--- src/rtl/video_unit_pipelined_if.sv ---
// Framebuffer read port between the scanout block (master) and video RAM (slave).
// Protocol: there is no valid/ready; the master drives ram_addr every cycle and the RAM returns the byte for it on ram_data exactly one cycle later.
interface video_unit_pipelined_if #(
    parameter int ADDR_WIDTH = 13,
    parameter int DATA_WIDTH = 8
);
    logic [ADDR_WIDTH-1:0] ram_addr;
    logic [DATA_WIDTH-1:0] ram_data;

    modport master (output ram_addr, input ram_data);
    modport slave  (input ram_addr, output ram_data);
endinterface

--- src/rtl/video_unit_pipelined.sv ---
// VGA scanout for the rotated 1bpp framebuffer: timing counters, a centred and replicated image window,
// a two-stage fetch/colour pipeline with sync kept aligned, and mid-screen / vblank interrupt pulses.
module video_unit_pipelined #(
    parameter int RAM_SIZE       = 8192,
    parameter int RAM_ADDR_WIDTH = $clog2(RAM_SIZE),
    parameter int XLEN           = 8,
    parameter int FB_BASE        = 'h400,
    parameter int H_ACTIVE       = 640,
    parameter int H_FP           = 16,
    parameter int H_SYNC_W       = 96,
    parameter int H_BP           = 48,
    parameter int V_ACTIVE       = 480,
    parameter int V_FP           = 10,
    parameter int V_SYNC_W       = 2,
    parameter int V_BP           = 33,
    parameter bit SYNC_POL       = 1'b0,
    parameter int SCALE          = 1,
    parameter int IMG_W          = 224,
    parameter int IMG_H          = 256,
    parameter int X_OFF          = 208,
    parameter int Y_OFF          = 112,
    parameter int MID_LINE       = 128,
    parameter int VBL_LINE       = V_ACTIVE,
    parameter int RED_LO         = 32,
    parameter int RED_HI         = 64,
    parameter int GRN_LO         = 184,
    parameter int GRN_HI         = 240
) (
    input  logic                   clk,
    input  logic                   rst_n,
    input  logic                   overlay_en,
    video_unit_pipelined_if.master ram_bus,
    output logic [3:0]             vga_red,
    output logic [3:0]             vga_green,
    output logic [3:0]             vga_blue,
    output logic                   h_sync,
    output logic                   v_sync,
    output logic                   mid_screen,
    output logic                   vblank
);

    localparam int H_TOTAL   = H_ACTIVE + H_FP + H_SYNC_W + H_BP;
    localparam int V_TOTAL   = V_ACTIVE + V_FP + V_SYNC_W + V_BP;
    localparam int XW        = $clog2(H_TOTAL);
    localparam int YW        = $clog2(V_TOTAL);
    localparam int UW        = (IMG_W > 2) ? $clog2(IMG_W) : 1;
    // v is at least 8 bits wide so the column-byte index v[7:3] always exists.
    localparam int VW        = ($clog2(IMG_H) > 8) ? $clog2(IMG_H) : 8;
    localparam int H_SYNC_LO = H_ACTIVE + H_FP;
    localparam int H_SYNC_HI = H_ACTIVE + H_FP + H_SYNC_W;
    localparam int V_SYNC_LO = V_ACTIVE + V_FP;
    localparam int V_SYNC_HI = V_ACTIVE + V_FP + V_SYNC_W;
    localparam int WIN_X_HI  = X_OFF + IMG_W * SCALE;
    localparam int WIN_Y_HI  = Y_OFF + IMG_H * SCALE;

    typedef enum logic [1:0] {
        BAND_WHITE = 2'd0,
        BAND_RED   = 2'd1,
        BAND_GREEN = 2'd2
    } band_e;

    // Timing counters
    logic [XW-1:0] x_q, x_d;
    logic [YW-1:0] y_q, y_d;

    // Stage 1: window / row info travelling alongside the RAM read
    logic          win1_q, win1_d;
    logic [2:0]    vlo1_q, vlo1_d;
    band_e         band1_q, band1_d;
    logic          hs1_q, hs1_d;
    logic          vs1_q, vs1_d;

    // Stage 2: registered pins
    logic [11:0]   colour_q, colour_d;
    logic          hs_q, hs_d;
    logic          vs_q, vs_d;
    logic          mid_q, mid_d;
    logic          vbl_q, vbl_d;

    // Stage 0 combinational terms
    logic                      active_s;
    logic                      win_s;
    logic [UW-1:0]             u_s;
    logic [VW-1:0]             v_s;
    band_e                     band_s;
    logic                      hs0_s;
    logic                      vs0_s;
    logic [RAM_ADDR_WIDTH-1:0] ram_addr_s;
    logic [XLEN-1:0]           pix_byte;
    logic                      pixel_s;

    // Counter advance; the pulses are decoded from the next position so they
    // line up with the cycle in which the counters hold (0, line).
    always_comb begin
        x_d = x_q + 1'b1;
        y_d = y_q;
        if (x_q == XW'(H_TOTAL - 1)) begin
            x_d = '0;
            y_d = (y_q == YW'(V_TOTAL - 1)) ? '0 : y_q + 1'b1;
        end
        mid_d = (x_d == '0) && (y_d == YW'(MID_LINE));
        vbl_d = (x_d == '0) && (y_d == YW'(VBL_LINE));
    end

    // Stage 0: window decode, image coordinates and fetch address
    always_comb begin
        active_s = (int'(x_q) < H_ACTIVE) && (int'(y_q) < V_ACTIVE);
        win_s    = active_s
                   && (int'(x_q) >= X_OFF) && (int'(x_q) < WIN_X_HI)
                   && (int'(y_q) >= Y_OFF) && (int'(y_q) < WIN_Y_HI);
        u_s      = UW'((int'(x_q) - X_OFF) / SCALE);
        v_s      = VW'((int'(y_q) - Y_OFF) / SCALE);

        // Column-major, rotated framebuffer: 32 bytes per image column, top row in the last byte.
        ram_addr_s = RAM_ADDR_WIDTH'(FB_BASE);
        if (win_s) begin
            ram_addr_s = RAM_ADDR_WIDTH'(FB_BASE + 32 * int'(u_s) + 31 - int'(v_s[7:3]));
        end

        band_s = BAND_WHITE;
        if ((int'(v_s) >= RED_LO) && (int'(v_s) < RED_HI)) begin
            band_s = BAND_RED;
        end else if ((int'(v_s) >= GRN_LO) && (int'(v_s) < GRN_HI)) begin
            band_s = BAND_GREEN;
        end

        hs0_s = ((int'(x_q) >= H_SYNC_LO) && (int'(x_q) < H_SYNC_HI)) ? SYNC_POL : ~SYNC_POL;
        vs0_s = ((int'(y_q) >= V_SYNC_LO) && (int'(y_q) < V_SYNC_HI)) ? SYNC_POL : ~SYNC_POL;

        win1_d  = win_s;
        vlo1_d  = v_s[2:0];
        band1_d = band_s;
        hs1_d   = hs0_s;
        vs1_d   = vs0_s;
    end

    assign ram_bus.ram_addr = ram_addr_s;
    assign pix_byte         = ram_bus.ram_data;

    // Stage 1: pick the bit for this row and colour it
    always_comb begin
        pixel_s  = pix_byte[3'd7 - vlo1_q];
        colour_d = 12'h000;
        if (win1_q && pixel_s) begin
            colour_d = 12'hFFF;
            if (overlay_en) begin
                case (band1_q)
                    BAND_RED:   colour_d = 12'hF00;
                    BAND_GREEN: colour_d = 12'h0F0;
                    default:    colour_d = 12'hFFF;
                endcase
            end
        end
        hs_d = hs1_q;
        vs_d = vs1_q;
    end

    always_ff @(posedge clk) begin
        if (!rst_n) begin
            x_q      <= '0;
            y_q      <= '0;
            win1_q   <= 1'b0;
            vlo1_q   <= '0;
            band1_q  <= BAND_WHITE;
            hs1_q    <= ~SYNC_POL;
            vs1_q    <= ~SYNC_POL;
            colour_q <= 12'h000;
            hs_q     <= ~SYNC_POL;
            vs_q     <= ~SYNC_POL;
            mid_q    <= 1'b0;
            vbl_q    <= 1'b0;
        end else begin
            x_q      <= x_d;
            y_q      <= y_d;
            win1_q   <= win1_d;
            vlo1_q   <= vlo1_d;
            band1_q  <= band1_d;
            hs1_q    <= hs1_d;
            vs1_q    <= vs1_d;
            colour_q <= colour_d;
            hs_q     <= hs_d;
            vs_q     <= vs_d;
            mid_q    <= mid_d;
            vbl_q    <= vbl_d;
        end
    end

    assign vga_red    = colour_q[11:8];
    assign vga_green  = colour_q[7:4];
    assign vga_blue   = colour_q[3:0];
    assign h_sync     = hs_q;
    assign v_sync     = vs_q;
    assign mid_screen = mid_q;
    assign vblank     = vbl_q;

endmodule
--- src/flat_wrapper.sv ---
// flat-port wrapper written by rule: the top's interface ports become plain ports
module video_unit_pipelined_flat 
#(
    parameter int RAM_SIZE       = 8192,
    parameter int RAM_ADDR_WIDTH = $clog2(RAM_SIZE),
    parameter int XLEN           = 8,
    parameter int FB_BASE        = 'h400,
    parameter int H_ACTIVE       = 640,
    parameter int H_FP           = 16,
    parameter int H_SYNC_W       = 96,
    parameter int H_BP           = 48,
    parameter int V_ACTIVE       = 480,
    parameter int V_FP           = 10,
    parameter int V_SYNC_W       = 2,
    parameter int V_BP           = 33,
    parameter bit SYNC_POL       = 1'b0,
    parameter int SCALE          = 1,
    parameter int IMG_W          = 224,
    parameter int IMG_H          = 256,
    parameter int X_OFF          = 208,
    parameter int Y_OFF          = 112,
    parameter int MID_LINE       = 128,
    parameter int VBL_LINE       = V_ACTIVE,
    parameter int RED_LO         = 32,
    parameter int RED_HI         = 64,
    parameter int GRN_LO         = 184,
    parameter int GRN_HI         = 240
)
  (clk, rst_n, overlay_en, vga_red, vga_green, vga_blue, h_sync, v_sync, mid_screen, vblank, ram_bus_ram_addr, ram_bus_ram_data);
  video_unit_pipelined_if ram_bus_i ();
  input  logic clk;
  input  logic rst_n;
  input  logic overlay_en;
  output logic [3:0] vga_red;
  output logic [3:0] vga_green;
  output logic [3:0] vga_blue;
  output logic h_sync;
  output logic v_sync;
  output logic mid_screen;
  output logic vblank;
  output wire logic [$bits(ram_bus_i.ram_addr)-1:0] ram_bus_ram_addr;
  input wire logic [$bits(ram_bus_i.ram_data)-1:0] ram_bus_ram_data;
  assign ram_bus_ram_addr = ram_bus_i.ram_addr;
  assign ram_bus_i.ram_data = ram_bus_ram_data;
  video_unit_pipelined #(.RAM_SIZE(RAM_SIZE), .RAM_ADDR_WIDTH(RAM_ADDR_WIDTH), .XLEN(XLEN), .FB_BASE(FB_BASE), .H_ACTIVE(H_ACTIVE), .H_FP(H_FP), .H_SYNC_W(H_SYNC_W), .H_BP(H_BP), .V_ACTIVE(V_ACTIVE), .V_FP(V_FP), .V_SYNC_W(V_SYNC_W), .V_BP(V_BP), .SYNC_POL(SYNC_POL), .SCALE(SCALE), .IMG_W(IMG_W), .IMG_H(IMG_H), .X_OFF(X_OFF), .Y_OFF(Y_OFF), .MID_LINE(MID_LINE), .VBL_LINE(VBL_LINE), .RED_LO(RED_LO), .RED_HI(RED_HI), .GRN_LO(GRN_LO), .GRN_HI(GRN_HI)) u_core (.clk(clk), .rst_n(rst_n), .overlay_en(overlay_en), .ram_bus(ram_bus_i), .vga_red(vga_red), .vga_green(vga_green), .vga_blue(vga_blue), .h_sync(h_sync), .v_sync(v_sync), .mid_screen(mid_screen), .vblank(vblank));
endmodule
--- config.mk ---
export PLATFORM = sky130hd
export DESIGN_NAME = video_unit_pipelined_flat
export DESIGN_NICKNAME = d
export VERILOG_FILES = /design/src/rtl/video_unit_pipelined_if.sv /design/src/rtl/video_unit_pipelined.sv /design/src/flat_wrapper.sv
export SDC_FILE = /design/constraint.sdc
export NUM_CORES = 1
export LEC_CHECK = 0
export CORE_AREA = 2 2 95 60
export DETAILED_ROUTE_END_ITERATION = 10
export DIE_AREA = 0 0 97 62
export GPL_TIMING_DRIVEN = 0
export PLACE_DENSITY_LB_ADDON = 0.1
export RECOVER_POWER = 100
export REMOVE_ABC_BUFFERS = 1
export SLEW_MARGIN = 20
export SYNTH_ARGS = -nofsm -noshare
export SYNTH_HDL_FRONTEND = slang
export SYNTH_SLANG_ARGS = --single-unit
export TNS_END_PERCENT = 50
--- constraint.sdc ---
create_clock -name clk -period 2.65 [get_ports clk]
set_input_delay 0.265 -clock clk [delete_from_list [all_inputs] [get_ports clk]]
set_output_delay 0.265 -clock clk [all_outputs]
set_load 0.05 [all_outputs]
==> results of run 1 <==
sequential cells by signal (all words and copies together), names as in the netlist:
register,count
u_core.vblank,1
u_core.vs1_q,1
u_core.h_sync,1
u_core.vlo1_q,3
u_core.x_q,10
u_core.colour_q,3
u_core.band1_q,2
u_core.y_q,10
u_core.win1_q,1
u_core.mid_screen,1
u_core.hs1_q,1
u_core.v_sync,1
worst max path at each step:
stage / startpoint / end / depth (start not counted)
6_report: u_core.y_q[4] / ram_bus_ram_addr[10] / 6
5_1_grt: u_core.x_q[5] / ram_bus_ram_addr[12] / 11
4_1_cts: u_core.x_q[5] / ram_bus_ram_addr[10] / 7
3_5_place_dp: u_core.x_q[5] / ram_bus_ram_addr[10] / 7
3_3_place_gp: u_core.x_q[5] / ram_bus_ram_addr[10] / 7
2_1_floorplan: u_core.x_q[4] / ram_bus_ram_addr[3] / 5
power breakdown:
group	switching, W	internal, W	leakage, nW
Combinational	0.0000348	0.0000373	0.715
Sequential	0.00000769	0.000530	0.284
Clock	0.000184	0.000237	0.0515
Total	0.000227	0.000804	1.05
cells by family (layout without fill, tap and decap cells):
kind of cell | Yosys count | after routing | synth area share
adders and majority gates | 21 | 21 | 0.1158
xor gates and xnor gates | 25 | 25 | 0.09653
and+or+nand+nor | 118 | 118 | 0.2637
AOI/OAI and AO/OA | 32 | 32 | 0.09101
DFF | 35 | 35 | 0.3089
buffers and inverters | 36 | 65 | 0.09928
muxes | 3 | 3 | 0.02482
per-layer routing:
metal / wire [um] / vias to the layer above / track usage
met2: 1764 / 54 / 0.2282
met3: 379 / 4 / 0.06152
met1: 2804 / 848 / 0.2727
li1: - / 967 / -
met5: 0 / - / 0
met4: 36 / 0 / 0.04427
area by class of cell:
| class | count | area [sq um] |
|---|---|---|
| well taps | 69 | 86.33 |
| repair buffers | 41 | 360.3 |
| fillers | 514 | 2613 |
| clock buffers | 8 | 100.1 |
| multi-input cells | 199 | 1358 |
| flip-flops and latches | 35 | 704.4 |
| inverters | 16 | 60.06 |
synth_stat cells, types with 4 or more instances:
cell type,n,area share
nor2_1,52,0.086
dfxtp_1,35,0.31
ha_1,21,0.12
xnor2_1,20,0.077
inv_1,15,0.025
nand2_1,14,0.023
a21oi_1,11,0.024
buf_4,9,0.030
nor3_1,9,0.020
nand3_1,8,0.018
nand4_1,8,0.022
xor2_1,5,0.019
and3_1,4,0.011
through the flow:
stage / utilization / setup WS (ps) / power (W) / cells / TNS, ps
floorplan: - / 237.0 / 0.0005930 / 250 / 0
detailed placement: 0.4897 / -433.4 / 0.0006222 / 358 / -4490
finish: 0.5053 / 174.9 / 0.001031 / 368 / 0
CTS: 0.5075 / 46.47 / 0.001045 / 368 / 0
global route: 0.5053 / 15.92 / 0.001082 / 368 / 0
global placement: 0.4885 / -860.8 / 0.0006227 / 358 / -8693
worst max-delay path: stages (launching register included):
cell and delay (ps):
dfxtp_1 420, ha_1 260, a21oi_1 110, xnor2_1 280, o2111ai_4 210, or2_2 310, clkdlybuf4s15_2 330
repair_timing:
action	CTS	global route
pin swaps	1	0
gates resized for setup	65	5
setup buffers	2	0
endpoints found under the setup margin	13	2
hold buffers	0	0
hold endpoints to repair	0	0
==> flow_summary.toml, run 1 <==
[run_status]
status = "complete, no violations"

[final_layout]
layout.nets = 330
area_delta_synth_final_pct = 17.65
stdcell_area_sq_mm = 0.002669
final_common_cell = "nor2_1"
n_antenna_cell = 0
drive_above_1_share = 0.1171
mostFrequentLayoutCells = "nor2_1 (52), dfxtp_1 (32), xnor2_1 (20), ha_1 (20), dlygate4sd3_1 (17)"

[clocking]
cts_tree = "yes"
cts_root_buf = "clkbuf_8"
clkSinkCount = 35
cts_made_buffers = 5
clkTransAtPathRegs_ps = 70
clkLatencyLatePin_ps = 280
clk_path_buf_depth = 2
htreeDepth = 2

[setup_path]
endpoint_kind = "output pin"
r2r_cells = 7
reg2reg_from = "u_core.x_q[1]"
cp.required_ps = 2380
crit_type = "reg -> out"
r2r_end = "u_core.mid_screen"
path_max_fanout = 6
startpoint_type = "flop"
cp.arrival_ps = 2210
r2r_slack_ps = 310

[run]
cap_violations = 0

[route]
vias = 1873
drt_iter0_drc = 92
totalWireLength_mm = 4.985
antenna_left = 0
first_pass_iters = 4
vias_per_cell = 5.090
drc = 0
wl_per_cell_um = 13.55

[global_routing]
grtUsageTotal = 0.1769
antenna_found_initial = 0
grt_first_pass_wirelength_mm = 8.418
grt_pass1_vias = 1699
grt-ovfl-total = 0
grt_max_degree = 13

[power_and_ir_drop]
powerDensity_mw_per_mm2 = 386.2
vdd_drop_max_uv = 180.0
p_leak_nw = 1.051

[floorplan]
die_y_um = 62
dieArea_sq_mm = 0.006014
dieWidth_um = 97
rows = 21
pin_count = 40
core-area_sq_mm = 0.005281
initial_utilization = 0.4295

[place]
io_buffers = 39
dp_hpwl_mm = 3.824
place_area_sq_mm = 0.002586
gp_congestion = 0.9015

[sta]
finalWorstPathRequiredPeriod_ps = 2475
hold_slack_ps = 413.9
hold_viol_final = 0
max_freq_mhz = 404.0
skew_ps = 4.688
rsz0062_at_grt = "no"
slew_viol_final = 0
worst_pin_slew_ps = 589.3
slew_headroom = 0.6088
period_share = 0.9340
setup_viol = 0

[synthesis]
ys_types = 51
mappedNetlistArea_sq_mm = 0.002268
synthCells = 270
synth_ff_type = "dfxtp_1"
avgSynthCellArea_sq_um = 8.402
ys_seq_area_frac = 0.3089
ys_seq_elements = 35
synth_edf_count = 0
yosysWarnings = 0
async_flop_share = 0

[min_path]
hp-class = "reg -> reg"
hold_start = "u_core.hs1_q"
min_to = "u_core.h_sync"
hold_depth = 1
(Power assumes the default switching activity.)
==> run 2, diff against run 1 <==
Settings changed: PLACE_DENSITY_LB_ADDON 0.1 to 0.12.
==> run 2 against run 1 <==
Wire length is 1.4% higher. Highest routed layer unchanged. Sequential share of layout area hardly changed. Largest power group unchanged. Global-route usage rose by 0.093 points. Clock skew hardly changed.
==> flow_summary.toml, run 2 (synthesis results as in run 1) <==
[global_routing]
grt_first_pass_wirelength_mm = 8.349
grt-ovfl-total = 0
grtUsageTotal = 0.1779
antenna_found_initial = 0
grt_pass1_vias = 1702
grt_max_degree = 13

[setup_path]
slowest_stage = "dfxtp_1"
path_cells = "inv_1 -> ha_2 -> nand3_1 -> a21oi_2 -> o2111ai_4 -> buf_4 -> nor2_1 -> clkdlybuf4s18_2"
endpoint_kind = "output pin"
cp.required_ps = 2380
critical_path.max_stage_delay_ps = 370
path_max_fanout = 8
startpoint_type = "flop"
startpoint = "u_core.x_q[5]"
critPathBufInv = 3
crit_type = "reg -> out"
cp.arrival_ps = 2360
reg2reg_from = "u_core.x_q[1]"
critical_path.top_delay_family = "buffers and inverters"

[floorplan]
rows = 21
die_y_um = 62
initial_utilization = 0.4295
core-area_sq_mm = 0.005281
dieArea_sq_mm = 0.006014
pin_count = 40
dieWidth_um = 97

[sta]
setup_viol = 0
slew_viol_final = 0
skew_ps = 4.286
worst_pin_slew_ps = 509.4
rsz0062_at_grt = "yes"
max_freq_mhz = 381.5
finalWorstPathRequiredPeriod_ps = 2621
hold_viol_final = 0
slew_headroom = 0.6593
period_share = 0.9892

[place]
io_buffers = 39
dp_hpwl_mm = 3.900
gp_congestion = 0.8708

[clocking]
clk_path_buf_depth = 2
htreeDepth = 2
clkTransAtPathRegs_ps = 70
cts_tree = "yes"
cts_root_buf = "clkbuf_8"
clkLatencyLatePin_ps = 290
cts_made_buffers = 5
clkSinkCount = 35

[final_layout]
multi_input_area_sq_mm = 0.001366
n_antenna_cell = 0
layout.nets = 330
area_delta_synth_final_pct = 17.65
mostFrequentLayoutCells = "nor2_1 (52), dfxtp_1 (33), xnor2_1 (20), ha_1 (20), dlygate4sd3_1 (17)"
utilization = 0.5053
final_common_cell = "nor2_1"
regArea_sq_um = 703.2
drive_above_1_share = 0.1204
fill_cells = 525
top_regs = "u_core.x_q x10, u_core.y_q x10"

[min_path]
hp-class = "reg -> reg"
hold_start = "u_core.hs1_q"

[route]
first_pass_iters = 5
drc = 0
totalWireLength_mm = 5.057
vias = 1948
wl_per_cell_um = 13.74
antenna_left = 0
vias_per_cell = 5.293
drt_iter0_drc = 92

[power_and_ir_drop]
powerDensity_mw_per_mm2 = 387.7
p_leak_nw = 1.064
power_w = 0.001035
vdd_drop_max_uv = 146.1

[run_status]
status = "complete, no violations"

[run]
cap_violations = 0
==> run 2: changes by cell type in the layout (fill, tap and decap cells not counted), sizes merged <==
cell	before	now
clkdlybuf4s15	1	0
clkdlybuf4s18	0	1
buf	2	9
clkbuf	20	13
==> run 2: worst paths after layout <==
path	end	slack, ps	cells past startpoint
min reg2reg	u_core.h_sync	410	1
max reg2reg	u_core.mid_screen	310	7
min	u_core.h_sync	410	1
max	ram_bus_ram_addr[8]	30	8
==> run 2: repair_timing <==
item / 4_1_cts / 5_1_grt
pin swaps: 1 / 0
gates resized for setup: 46 / 22
hold buffers: 0 / 0
endpoints found under the setup margin: 13 / 13
setup buffers: 2 / 0
==> run 2: layout make-up <==
type,count,area share
Multi-Input combinational cell,199,0.5120
Sequential cell,35,0.2635
Timing Repair Buffer,41,0.1322
Inverter,16,0.02250
Clock buffer,8,0.03751
Tap cell,69,0.03235
==> run 2: metal layers <==
layer	share of wire	wire, um	global-route usage	up-vias
met5	0	0	0	-
met4	0.011	55	0.04829	0
met3	0.080	406	0.05705	7
met2	0.38	1897	0.2480	68
met1	0.53	2698	0.2632	903
li1	-	-	-	970
==> run 2: worst register-to-register path, stage by stage, from the launching register on <==
cell	delay, ps
dfxtp_1	470
ha_1	390
and4bb_4	320
nand2_1	230
o21ai_1	470
nor2_1	120
nand4_1	140
nor3_1	70
==> run 2: metrics by stage <==
step	hold slack, ps	area (sq um)	setup TNS, ps	setup slack (ps)	std cells
6_report	407.2	2669	0	28.51	368
5_1_grt	425.3	2669	-118.6	-92.56	368
4_1_cts	410.8	2706	-34.97	-34.97	368
3_5_place_dp	394.8	2586	-3905	-383.2	358
3_3_place_gp	388.5	2580	-6940	-726.1	358
2_1_floorplan	338.0	2103	0	237.0	250
==> run 2: power by group <==
group / leakage, nW / switching [W] / internal [W] / total (W)
registers: 0.284 / 0.00000790 / 0.000530 / 0.000538
logic: 0.729 / 0.0000362 / 0.0000376 / 0.0000738
clock network: 0.0515 / 0.000186 / 0.000237 / 0.000423
total: 1.06 / 0.000230 / 0.000805 / 0.00103
==> run 3, diff against run 2 <==
Settings changed: CORE_AREA 2 2 95 60 to 2 2 74 76, DIE_AREA 0 0 97 62 to 0 0 76 78.
==> run 3 against run 2 <==
Die area down 1.4%. Global-route usage down 1.1 points. Final cell count up 0.27%. Setup slack better by 12 ps. Cell area up 0.61%. Critical endpoint is now ram_bus_ram_addr[4]. Highest routed layer unchanged.
==> flow_summary.toml, run 3 (synthesis results as in run 1) <==
[final_layout]
area_delta_synth_final_pct = 18.37
mostFrequentLayoutCells = "nor2_1 (52), dfxtp_1 (34), xnor2_1 (20), ha_1 (20), dlygate4sd3_1 (17)"
utilization = 0.5325
fin_cells = 369
fill_cells = 479
top_regs = "u_core.x_q x10, u_core.y_q x10"
layout.nets = 331
drive_above_1_share = 0.1171
final_common_cell = "nor2_1"
n_antenna_cell = 0

[setup_path]
path_cells = "ha_1 -> a21oi_1 -> xnor2_1 -> o2111ai_4 -> buf_12 -> nor2_1 -> clkdlybuf4s15_2"
reg2reg_from = "u_core.x_q[1]"
critical_path.max_stage_delay_ps = 500
path_max_fanout = 7
startpoint = "u_core.y_q[5]"
cp.arrival_ps = 2340
cp.required_ps = 2380
slowest_stage = "dfxtp_1"
startpoint_type = "flop"
critical_path.top_delay_family = "buffers and inverters"
crit_type = "reg -> out"
critPathBufInv = 2
endpoint_kind = "output pin"

[global_routing]
grt_first_pass_wirelength_mm = 7.914
antenna_found_initial = 0
grt-ovfl-total = 0
grt_pass1_vias = 1616
grt_max_degree = 13
grtUsageTotal = 0.1670

[floorplan]
pin_count = 40
initial_utilization = 0.4499
die_y_um = 78
core-area_sq_mm = 0.005042
rows = 26
dieWidth_um = 76
dieArea_sq_mm = 0.005928

[power_and_ir_drop]
vdd_drop_max_uv = 216.9
powerDensity_mw_per_mm2 = 396.3
p_leak_nw = 1.075
power_w = 0.001064

[sta]
setup_viol = 0
setup_slack_ps = 41.00
skew_ps = 8.534
hold_viol_final = 0
period_share = 0.9845
max_freq_mhz = 383.3
finalWorstPathRequiredPeriod_ps = 2609
setup_tns_ps = 0
worst_pin_slew_ps = 513.0
rsz0062_at_grt = "yes"
slew_headroom = 0.6569
slew_viol_final = 0

[place]
place_inst = 359
gp_congestion = 0.8418
io_buffers = 39
dp_slack_ps = -376.1
dp_hpwl_mm = 3.685

[route]
first_pass_iters = 4
vias_per_cell = 5.076
antenna_left = 0
totalWireLength_mm = 4.818
vias = 1873
wl_per_cell_um = 13.06
drt_iter0_drc = 137
drc = 0

[run]
cap_violations = 0

[clocking]
clkSinkCount = 35
clkTransAtPathRegs_ps = 70
htreeDepth = 2
cts_tree = "yes"
cts_made_buffers = 5
clk_path_buf_depth = 2
clkLatencyLatePin_ps = 290
cts_root_buf = "clkbuf_8"

[min_path]
hold_start = "u_core.hs1_q"
hp-class = "reg -> reg"

[run_status]
status = "complete, no violations"
-- run 3: per-stage QoR --
stage | instance area [sq um] | hold slack (ps)
after floorplan | 2103 | 338.0
after global placement | 2581 | 393.2
after detailed placement | 2587 | 393.3
after CTS | 2739 | 408.7
after global routing | 2685 | 435.3
final | 2685 | 405.2
-- run 3: layout make-up --
| cell class | count | area [sq um] | share of cell area |
|---|---|---|---|
| Timing Repair Buffer | 42 | 366.6 | 0.1365 |
| Clock buffer | 6 | 72.57 | 0.02703 |
| Inverter | 16 | 60.06 | 0.02237 |
| Sequential cell | 35 | 701.9 | 0.2614 |
| Multi-Input combinational cell | 199 | 1366 | 0.5089 |
| Clock inverter | 1 | 30.03 | 0.01118 |
| Tap cell | 70 | 87.58 | 0.03262 |
-- run 3: final timing paths --
path	slack (ps)	cells after the start	to
worst min register to register	410	1	u_core.h_sync
worst min-delay path	410	1	u_core.h_sync
worst max register to register	410	7	u_core.mid_screen
worst max-delay path	40	7	ram_bus_ram_addr[4]
-- run 3: routing by layer --
layer  up-vias  global-route usage  wire length [um]
li1        964                   -                 -
met1       861              0.2285              2486
met2        41              0.2616              2081
met3         7             0.04186               191
met4         0             0.04909                59
met5         -                   0                 0
-- run 3: repair_timing --
item / CTS / global route
hold buffers: 0 / 0
buffers inserted: 3 / 0
pin swaps: 1 / 0
setup endpoints to repair: 13 / 13
gates resized for setup: 46 / 19
-- run 3: power breakdown --
| part | switching [W] | leakage (nW) | internal [W] |
|---|---|---|---|
| combinational | 0.0000345 | 0.741 | 0.0000373 |
| clock | 0.000180 | 0.0513 | 0.000275 |
| sequential | 0.00000733 | 0.283 | 0.000530 |
| total | 0.000221 | 1.08 | 0.000843 |
